**src/rtl/pipe_pkg.sv**
```systemverilog
// ---------------------------------------------------------------------------
// pipe_pkg : shared types and default widths for the pipeline-stage register
// Revision : 1.0
// ---------------------------------------------------------------------------
`default_nettype none

package pipe_pkg;

   localparam int PIPE_CTRL_W  = 16;
   localparam int PIPE_DATA_W  = 32;
   localparam int PIPE_NUM_OPS = 3;
   localparam int PIPE_TAG_W   = 4;

   localparam logic [PIPE_CTRL_W-1:0] PIPE_NOP_CTRL = '0;

   typedef enum logic [1:0] {
      EMPTY = 2'd0,
      ONE   = 2'd1,
      TWO   = 2'd2
   } stage_st_t;

endpackage

`default_nettype wire

```
**src/rtl/pipe_slot.sv**
```systemverilog
// ---------------------------------------------------------------------------
// pipe_slot : valid-qualified payload register with load, clear and async CLR
// Revision  : 1.0
// ---------------------------------------------------------------------------
`default_nettype none

module pipe_slot #(
   parameter int W = 8
) (
   input  logic         CLK,
   input  logic         CLR,
   input  logic         i_load,
   input  logic         i_clear,
   input  logic [W-1:0] i_d,
   output logic         o_valid,
   output logic [W-1:0] o_q
);

   logic         r_valid;
   logic [W-1:0] r_q;

   // Clear only drops the valid bit; the payload keeps its last value.
   always_ff @(posedge CLK or posedge CLR) begin
      if (CLR) begin
         r_valid <= 1'b0;
         r_q     <= '0;
      end else begin
         if (i_clear) begin
            r_valid <= 1'b0;
         end else if (i_load) begin
            r_valid <= 1'b1;
         end
         if (i_load && !i_clear) begin
            r_q <= i_d;
         end
      end
   end

   assign o_valid = r_valid;
   assign o_q     = r_q;

endmodule

`default_nettype wire

```
**src/rtl/pipe_stage_reg.sv**
```systemverilog
// ---------------------------------------------------------------------------
// pipe_stage_reg : valid/ready pipeline-stage register with flush-to-bubble;
//                  optional skid slot enabled by macro PIPE_STAGE_SKID_EN
// Revision       : 1.0
// ---------------------------------------------------------------------------
`default_nettype none

module pipe_stage_reg
   import pipe_pkg::*;
#(
   parameter int CTRL_W  = PIPE_CTRL_W,
   parameter int DATA_W  = PIPE_DATA_W,
   parameter int NUM_OPS = PIPE_NUM_OPS,
   parameter int TAG_W   = PIPE_TAG_W
) (
   input  logic                      CLK,
   input  logic                      CLR,
   input  logic                      flush,
   input  logic                      in_valid,
   output logic                      in_ready,
   input  logic [CTRL_W-1:0]         in_ctrl,
   input  logic [NUM_OPS*DATA_W-1:0] in_ops,
   input  logic [TAG_W-1:0]          in_tag,
   output logic                      out_valid,
   input  logic                      out_ready,
   output logic [CTRL_W-1:0]         out_ctrl,
   output logic [NUM_OPS*DATA_W-1:0] out_ops,
   output logic [TAG_W-1:0]          out_tag
);

   localparam int c_OPS_W = NUM_OPS * DATA_W;
   localparam int c_PAY_W = CTRL_W + c_OPS_W + TAG_W;

   stage_st_t            r_state;
   stage_st_t            w_nxt_state;
   logic                 w_in_xfer;
   logic                 w_out_xfer;
   logic [c_PAY_W-1:0]   w_in_pay;
   logic [c_PAY_W-1:0]   w_main_d;
   logic [c_PAY_W-1:0]   w_main_q;
   logic                 w_main_vld;
   logic                 w_main_load;
   logic                 w_main_clear;
   logic [CTRL_W-1:0]    w_main_ctrl;

   assign w_in_pay   = {in_ctrl, in_ops, in_tag};
   assign w_in_xfer  = in_valid && in_ready;
   assign w_out_xfer = out_valid && out_ready;

`ifdef PIPE_STAGE_SKID_EN
   logic               w_skid_load;
   logic               w_skid_clear;
   logic               w_skid_vld;
   logic [c_PAY_W-1:0] w_skid_q;

   // Ready depends only on held state, so out_ready never reaches in_ready.
   assign in_ready = (r_state != TWO);
   assign w_main_d = w_skid_vld ? w_skid_q : w_in_pay;

   always_comb begin
      w_nxt_state  = r_state;
      w_main_load  = 1'b0;
      w_main_clear = 1'b0;
      w_skid_load  = 1'b0;
      w_skid_clear = 1'b0;
      if (flush) begin
         w_nxt_state  = EMPTY;
         w_main_clear = 1'b1;
         w_skid_clear = 1'b1;
      end else begin
         case (r_state)
            EMPTY: begin
               if (w_in_xfer) begin
                  w_main_load = 1'b1;
                  w_nxt_state = ONE;
               end
            end
            ONE: begin
               if (w_in_xfer && w_out_xfer) begin
                  w_main_load = 1'b1;
               end else if (w_in_xfer) begin
                  w_skid_load = 1'b1;
                  w_nxt_state = TWO;
               end else if (w_out_xfer) begin
                  w_main_clear = 1'b1;
                  w_nxt_state  = EMPTY;
               end
            end
            TWO: begin
               if (w_out_xfer) begin
                  w_main_load  = 1'b1;
                  w_skid_clear = 1'b1;
                  w_nxt_state  = ONE;
               end
            end
            default: w_nxt_state = EMPTY;
         endcase
      end
   end

   pipe_slot #(.W(c_PAY_W)) u_skid (
      .CLK     (CLK),
      .CLR     (CLR),
      .i_load  (w_skid_load),
      .i_clear (w_skid_clear),
      .i_d     (w_in_pay),
      .o_valid (w_skid_vld),
      .o_q     (w_skid_q)
   );
`else
   assign in_ready = out_ready || !out_valid;
   assign w_main_d = w_in_pay;

   always_comb begin
      w_nxt_state  = r_state;
      w_main_load  = 1'b0;
      w_main_clear = 1'b0;
      if (flush) begin
         w_nxt_state  = EMPTY;
         w_main_clear = 1'b1;
      end else begin
         case (r_state)
            EMPTY: begin
               if (w_in_xfer) begin
                  w_main_load = 1'b1;
                  w_nxt_state = ONE;
               end
            end
            ONE: begin
               if (w_in_xfer) begin
                  w_main_load = 1'b1;
               end else if (w_out_xfer) begin
                  w_main_clear = 1'b1;
                  w_nxt_state  = EMPTY;
               end
            end
            default: w_nxt_state = EMPTY;
         endcase
      end
   end
`endif

   always_ff @(posedge CLK or posedge CLR) begin
      if (CLR) begin
         r_state <= EMPTY;
      end else begin
         r_state <= w_nxt_state;
      end
   end

   pipe_slot #(.W(c_PAY_W)) u_main (
      .CLK     (CLK),
      .CLR     (CLR),
      .i_load  (w_main_load),
      .i_clear (w_main_clear),
      .i_d     (w_main_d),
      .o_valid (w_main_vld),
      .o_q     (w_main_q)
   );

   assign {w_main_ctrl, out_ops, out_tag} = w_main_q;
   assign out_valid = w_main_vld;
   // An empty stage presents a NOP bubble on the control bundle.
   assign out_ctrl  = w_main_vld ? w_main_ctrl : CTRL_W'(PIPE_NOP_CTRL);

endmodule

`default_nettype wire

```
**config.mk**
```make
export PLATFORM = sky130hd
export DESIGN_NAME = pipe_stage_reg
export DESIGN_NICKNAME = d
export VERILOG_FILES = /design/src/rtl/pipe_pkg.sv /design/src/rtl/pipe_slot.sv /design/src/rtl/pipe_stage_reg.sv
export SDC_FILE = /design/constraint.sdc
export NUM_CORES = 1
export LEC_CHECK = 0
export CORE_AREA = 2 2 168 88
export DETAILED_ROUTE_END_ITERATION = 6
export DIE_AREA = 0 0 170 90
export DONT_BUFFER_PORTS = 1
export PLACE_DENSITY = 0.62
export SLEW_MARGIN = 20
export SYNTH_ARGS = -nofsm -noshare
export SYNTH_HDL_FRONTEND = slang
export SYNTH_SLANG_ARGS = --single-unit
export TNS_END_PERCENT = 5
```
**constraint.sdc**
```tcl
create_clock -name CLK -period 8.1 [get_ports CLK]
set_input_delay 2.025 -clock CLK [delete_from_list [all_inputs] [get_ports CLK]]
set_output_delay 2.025 -clock CLK [all_outputs]
set_load 0.01 [all_outputs]
```
Word level (Yosys, flattened, before mapping)
Index checks and enable logic that the tools add are counted.

word-level totals
  register bits = 119
  input bits = 121
  output and inout bits = 118

operators by class
  equality and inequality tests = 4
  muxes and demuxes = 15
  reductions and logical operators = 10

operator list
  operator              number
  $mux W16              1
  $mux W1               9
  $ne A3 B3 Y1 const B  3
  $mux W2               4
  $pmux W2 S2           1
  $logic_and A1 B1 Y1   3
  $reduce_and A3 Y1     1
  $eq A2 B1 Y1 const B  1
  $logic_not A1 Y1      2
  $logic_not A2 Y1      1
  $reduce_bool A2 Y1    1
  $reduce_or A2 Y1      1
  $logic_or A1 B1 Y1    1

Depth between registers and ports, before layout
  depth in word-level cells = 8
  gate-level depth with buffers = 6
  mapped depth without buffers = 3

Cells and area by module
From an unflattened synthesis, not the netlist that was laid out.

second synthesis, totals
  cells, all modules = 277
  area, all modules = 4707.0 µm²

modules (own cells, without submodules)
  module          instances  cells each  area an instance (µm²)
  pipe_slot       1          250         4511.8
  pipe_stage_reg  1          27          195.2

Worst setup path after synthesis
No wires, ideal clock.

  path type = in2out
  from = in out_ready
  to = out in_ready
  arrival time = 2206 ps
  slack = 3869 ps
  cell stages on the path = 1
  path buffers = 0
  path through = nand2b_2

on the way
  word-level cells in the longest chain between the ends = 1

RTL lines
  item                RTL line               source
  from (decl)         pipe_stage_reg.sv:25   input logic out_ready,
  $logic_or A1 B1 Y1  pipe_stage_reg.sv:111  assign in_ready = out_ready || !out_valid;
  to (decl)           pipe_stage_reg.sv:20   output logic in_ready,

Every way passes these cells.

Final worst setup path
Same ends and word-level chain as after synthesis.

==> metrics.md <==
| Metric | Value |
|---|---|
| LEAKAGE | `2.351 nW` |
| H-tree depth | `4` |
| Pre-antenna DRT Iters | `4` |
| Layout Cells excl Fill | `474` |
| Initial antenna violation count | `1` |
| CTS tree | `built` |
| Number of buffers created by CTS | `17` |
| RSZ-0062 raised after global routing | `false` |
| Clock Sinks | `118` |
| Sum of buffers and inverters on the critical path | `0` |
| Overflow after GRT | `0` |
| Critical path's top delay family | `simple AND/OR/NAND/NOR gates` |
| Maxcap violations | `0` |
| Root Driver | `clkbuf_16` |
| Top post-synthesis cells by area | `dfrtp_1 54%, mux2_2 16%, buf_4 14%, mux2_4 11%, and2_1 1.8%` |
| DRT iter0 DRCs | `90` |
| Slowest stage delay, CP | `200 ps` |
| # IOs | `239` |
| Vias in the first global route | `2340` |
| Int Pwr | `0.001323 W` |
| Crit-path cells | `nand2b_2` |
| Status | `finished clean` |
| Post-Synthesis Cells | `373` |
| Switching Share | `0.2454` |
| First-pass GRT wire length | `13590 um` |
| Cell type with the largest total area after synthesis | `dfrtp_1` |
| Pwr dens | `322.3 nW/um^2` |
| Top FF cell, synth | `dfrtp_1` |
| Max VDD drop | `0.09767 mV` |
| Initial Util | `0.3883` |
| Maximum clock path buffer count | `2` |
| Worst Path Required | `6080 ps` |
| Worst Path Arrival | `2230 ps` |
| Worst slack, placed | `3692 ps` |
| RePlAce Congestion | `0.6840` |
| Footprint of the multi-input gates | `1612 um^2` |
| Core region area | `13960 um^2` |
| Clock Power Share | `0.446` |
| Via density | `4.703` |
| Yosys top cell area share | `0.5447` |
| Rel. slew slack | `0.4466` |
| Most frequent cell after synthesis | `dfrtp_1` |
| Post-cts hold buffer count | `0` |
| Cell Area, Synth | `5421 um^2` |
| Final nets | `401` |
| Fin util | `0.3896` |
| FFs w/ async S/R, synth | `1.000` |
| Final Hold Fails | `0` |
| Diodes inserted | `0` |
| Flop pwr share | `0.460` |
| Leading post-synthesis cells by instance count | `118 x dfrtp_1, 100 x buf_4, 76 x mux2_2, 40 x mux2_4, 16 x and2_1` |
| CTS resizes | `0` |
| Setup tns final | `0 ps` |
| Routed len/inst | `18.67 um` |
| Fin crit period | `4253 ps` |
| ANT nets after route | `0` |
| Vias | `2229` |
| Crit path max-delay cell type | `nand2b_2` |
| Logic pwr share | `0.093` |
| Skew-Pair Late Insertion Delay | `400 ps` |
| GRT Resource Usage Total | `0.1162` |
| Drc violations | `0` |
| Final number of setup-violating endpoints | `0` |
| Post-synthesis net count | `494` |
| Period utilization | `0.5251` |
| Number of port buffers | `0` |
| Syn Area/Cell | `14.53 um^2` |
| Die Y | `90 um` |
| Yosys warnings | `0` |
| Drt total wl | `8851 um` |
| Worst-Margin Slew | `830.1 ps` |
| Post-synthesis sequential area ratio | `0.5447` |
| Net Switching | `0.0004303 W` |
| Largest net degree at the start of global routing | `85` |
| Sequential Area | `2953 um^2` |
| Critical path class | `input port to output pin` |
| Crit. End Element | `output pin` |
| Share of post-route cells with drive strength above 1 | `0.5154` |
| Pins Over Slew Limit | `0` |
| Row count | `31` |
| Layout area overhead | `0.3462%` |
| Critical Path Fanout Max | `3` |
| Post-synth EDFFs | `0` |
| Setup WS post-layout | `3847 ps` |
| Max Clock Freq | `235.1 MHz` |
| Post-DP HPWL | `6233 um` |
| Full die area | `15300 um^2` |
| #FFs+latches synth | `118` |
| Hold/Removal Path Class | `flip-flop to flip-flop` |
| Width of the die | `170 um` |
| Fin Clk Skew | `7.268 ps` |
| Filler cell count in the final layout | `1274` |
| Crit start category | `input port` |
| Clock transition at path regs | `50 ps` |
| Placed insts | `442` |
| Netlist cell types | `16` |
| Post-CTS setup buffers | `0` |
==> cell type report <==
cell class	count	area share
clock inverter	12	0.03266
clock buffer	20	0.08211
multi-input combinational	140	0.2962
inverter	1	0.001150
timing repair buffer	2	0.003450
sequential	118	0.5428
tap	181	0.04163
==> state kept, by name (all words and copies together), names as in the netlist <==
register	count
u_main.o_q	116
r_state	1
u_main.o_valid	1
==> layout by cell type, fill, tap and decap left out, types with 2 or more instances in the layout <==
cell type,netlist,final
and2_1,16,16
bufinv_16,0,4
clkbuf_1,1,2
clkbuf_16,0,17
clkinv_2,0,3
clkinv_4,0,4
dfrtp_1,118,118
mux2_2,76,76
mux2_4,40,40
nor2_1,2,2
==> stage by stage <==
stage,power (W),cell area (um^2),hold slack (ps)
after floorplan,0.001064,5421,472.1
after global routing,0.001839,5440,509.8
final,0.001754,5440,495.2
after detailed placement,0.0009856,4812,487.8
after global placement,0.0009770,4812,482.8
after CTS,0.001787,5436,500.0
==> metal layers <==
metal  routed length (um)  GRT usage  vias to the layer above
li1                     -          -                      973
met1                 3860     0.1456                     1100
met2                 3813     0.1629                      141
met3                 1060    0.06649                       13
met4                  102    0.04915                        2
met5                   13          0                        -
==> worst paths after layout <==
path / slack (ps) / to / cells after the start / startpoint
setup / recovery: 3850 / in_ready / 1 / out_ready
hold / removal: 500 / u_main.o_q[110]$_DFFE_PP0P_ / 1 / u_main.o_q[110]$_DFFE_PP0P_
setup reg to reg: 5310 / u_main.o_q[23]$_DFFE_PP0P_ / 4 / u_main.o_valid$_DFFE_PP0P_
hold reg to reg: 500 / u_main.o_q[110]$_DFFE_PP0P_ / 1 / u_main.o_q[110]$_DFFE_PP0P_
max in group asynchronous: 5290 / u_main.o_q[5]$_DFFE_PP0P_ / 2 / CLR
min in group asynchronous: 1590 / u_main.o_q[75]$_DFFE_PP0P_ / 1 / CLR
==> power by group through the flow <==
| stage | logic, W | registers [W] | clock network [W] |
|---|---|---|---|
| finish | 0.000163 | 0.000808 | 0.000783 |
| global route | 0.000178 | 0.000821 | 0.000840 |
| CTS | 0.000168 | 0.000809 | 0.000810 |
| detailed placement | 0.000169 | 0.000817 | 0 |
| global placement | 0.000159 | 0.000818 | 0 |
| floorplan | 0.000325 | 0.000739 | 0 |
==> logic make-up after synthesis <==
kind of cell           after synthesis  share of synthesized area
AO/OA/AOI/OAI                        2                   0.002308
flip-flops                         118                     0.5447
multiplexers                       117                     0.2705
buffers and inverters              115                     0.1588
AND/OR/NAND/NOR                     21                    0.02377
==> worst reg2reg max path, stage by stage, from the launching register on <==
cell	delay [ps]
dfrtp_1	620
nand2b_2	240
and3b_4	620
buf_6	720
mux2_2	480
Note: power is estimated with default switching activity, not from simulation.
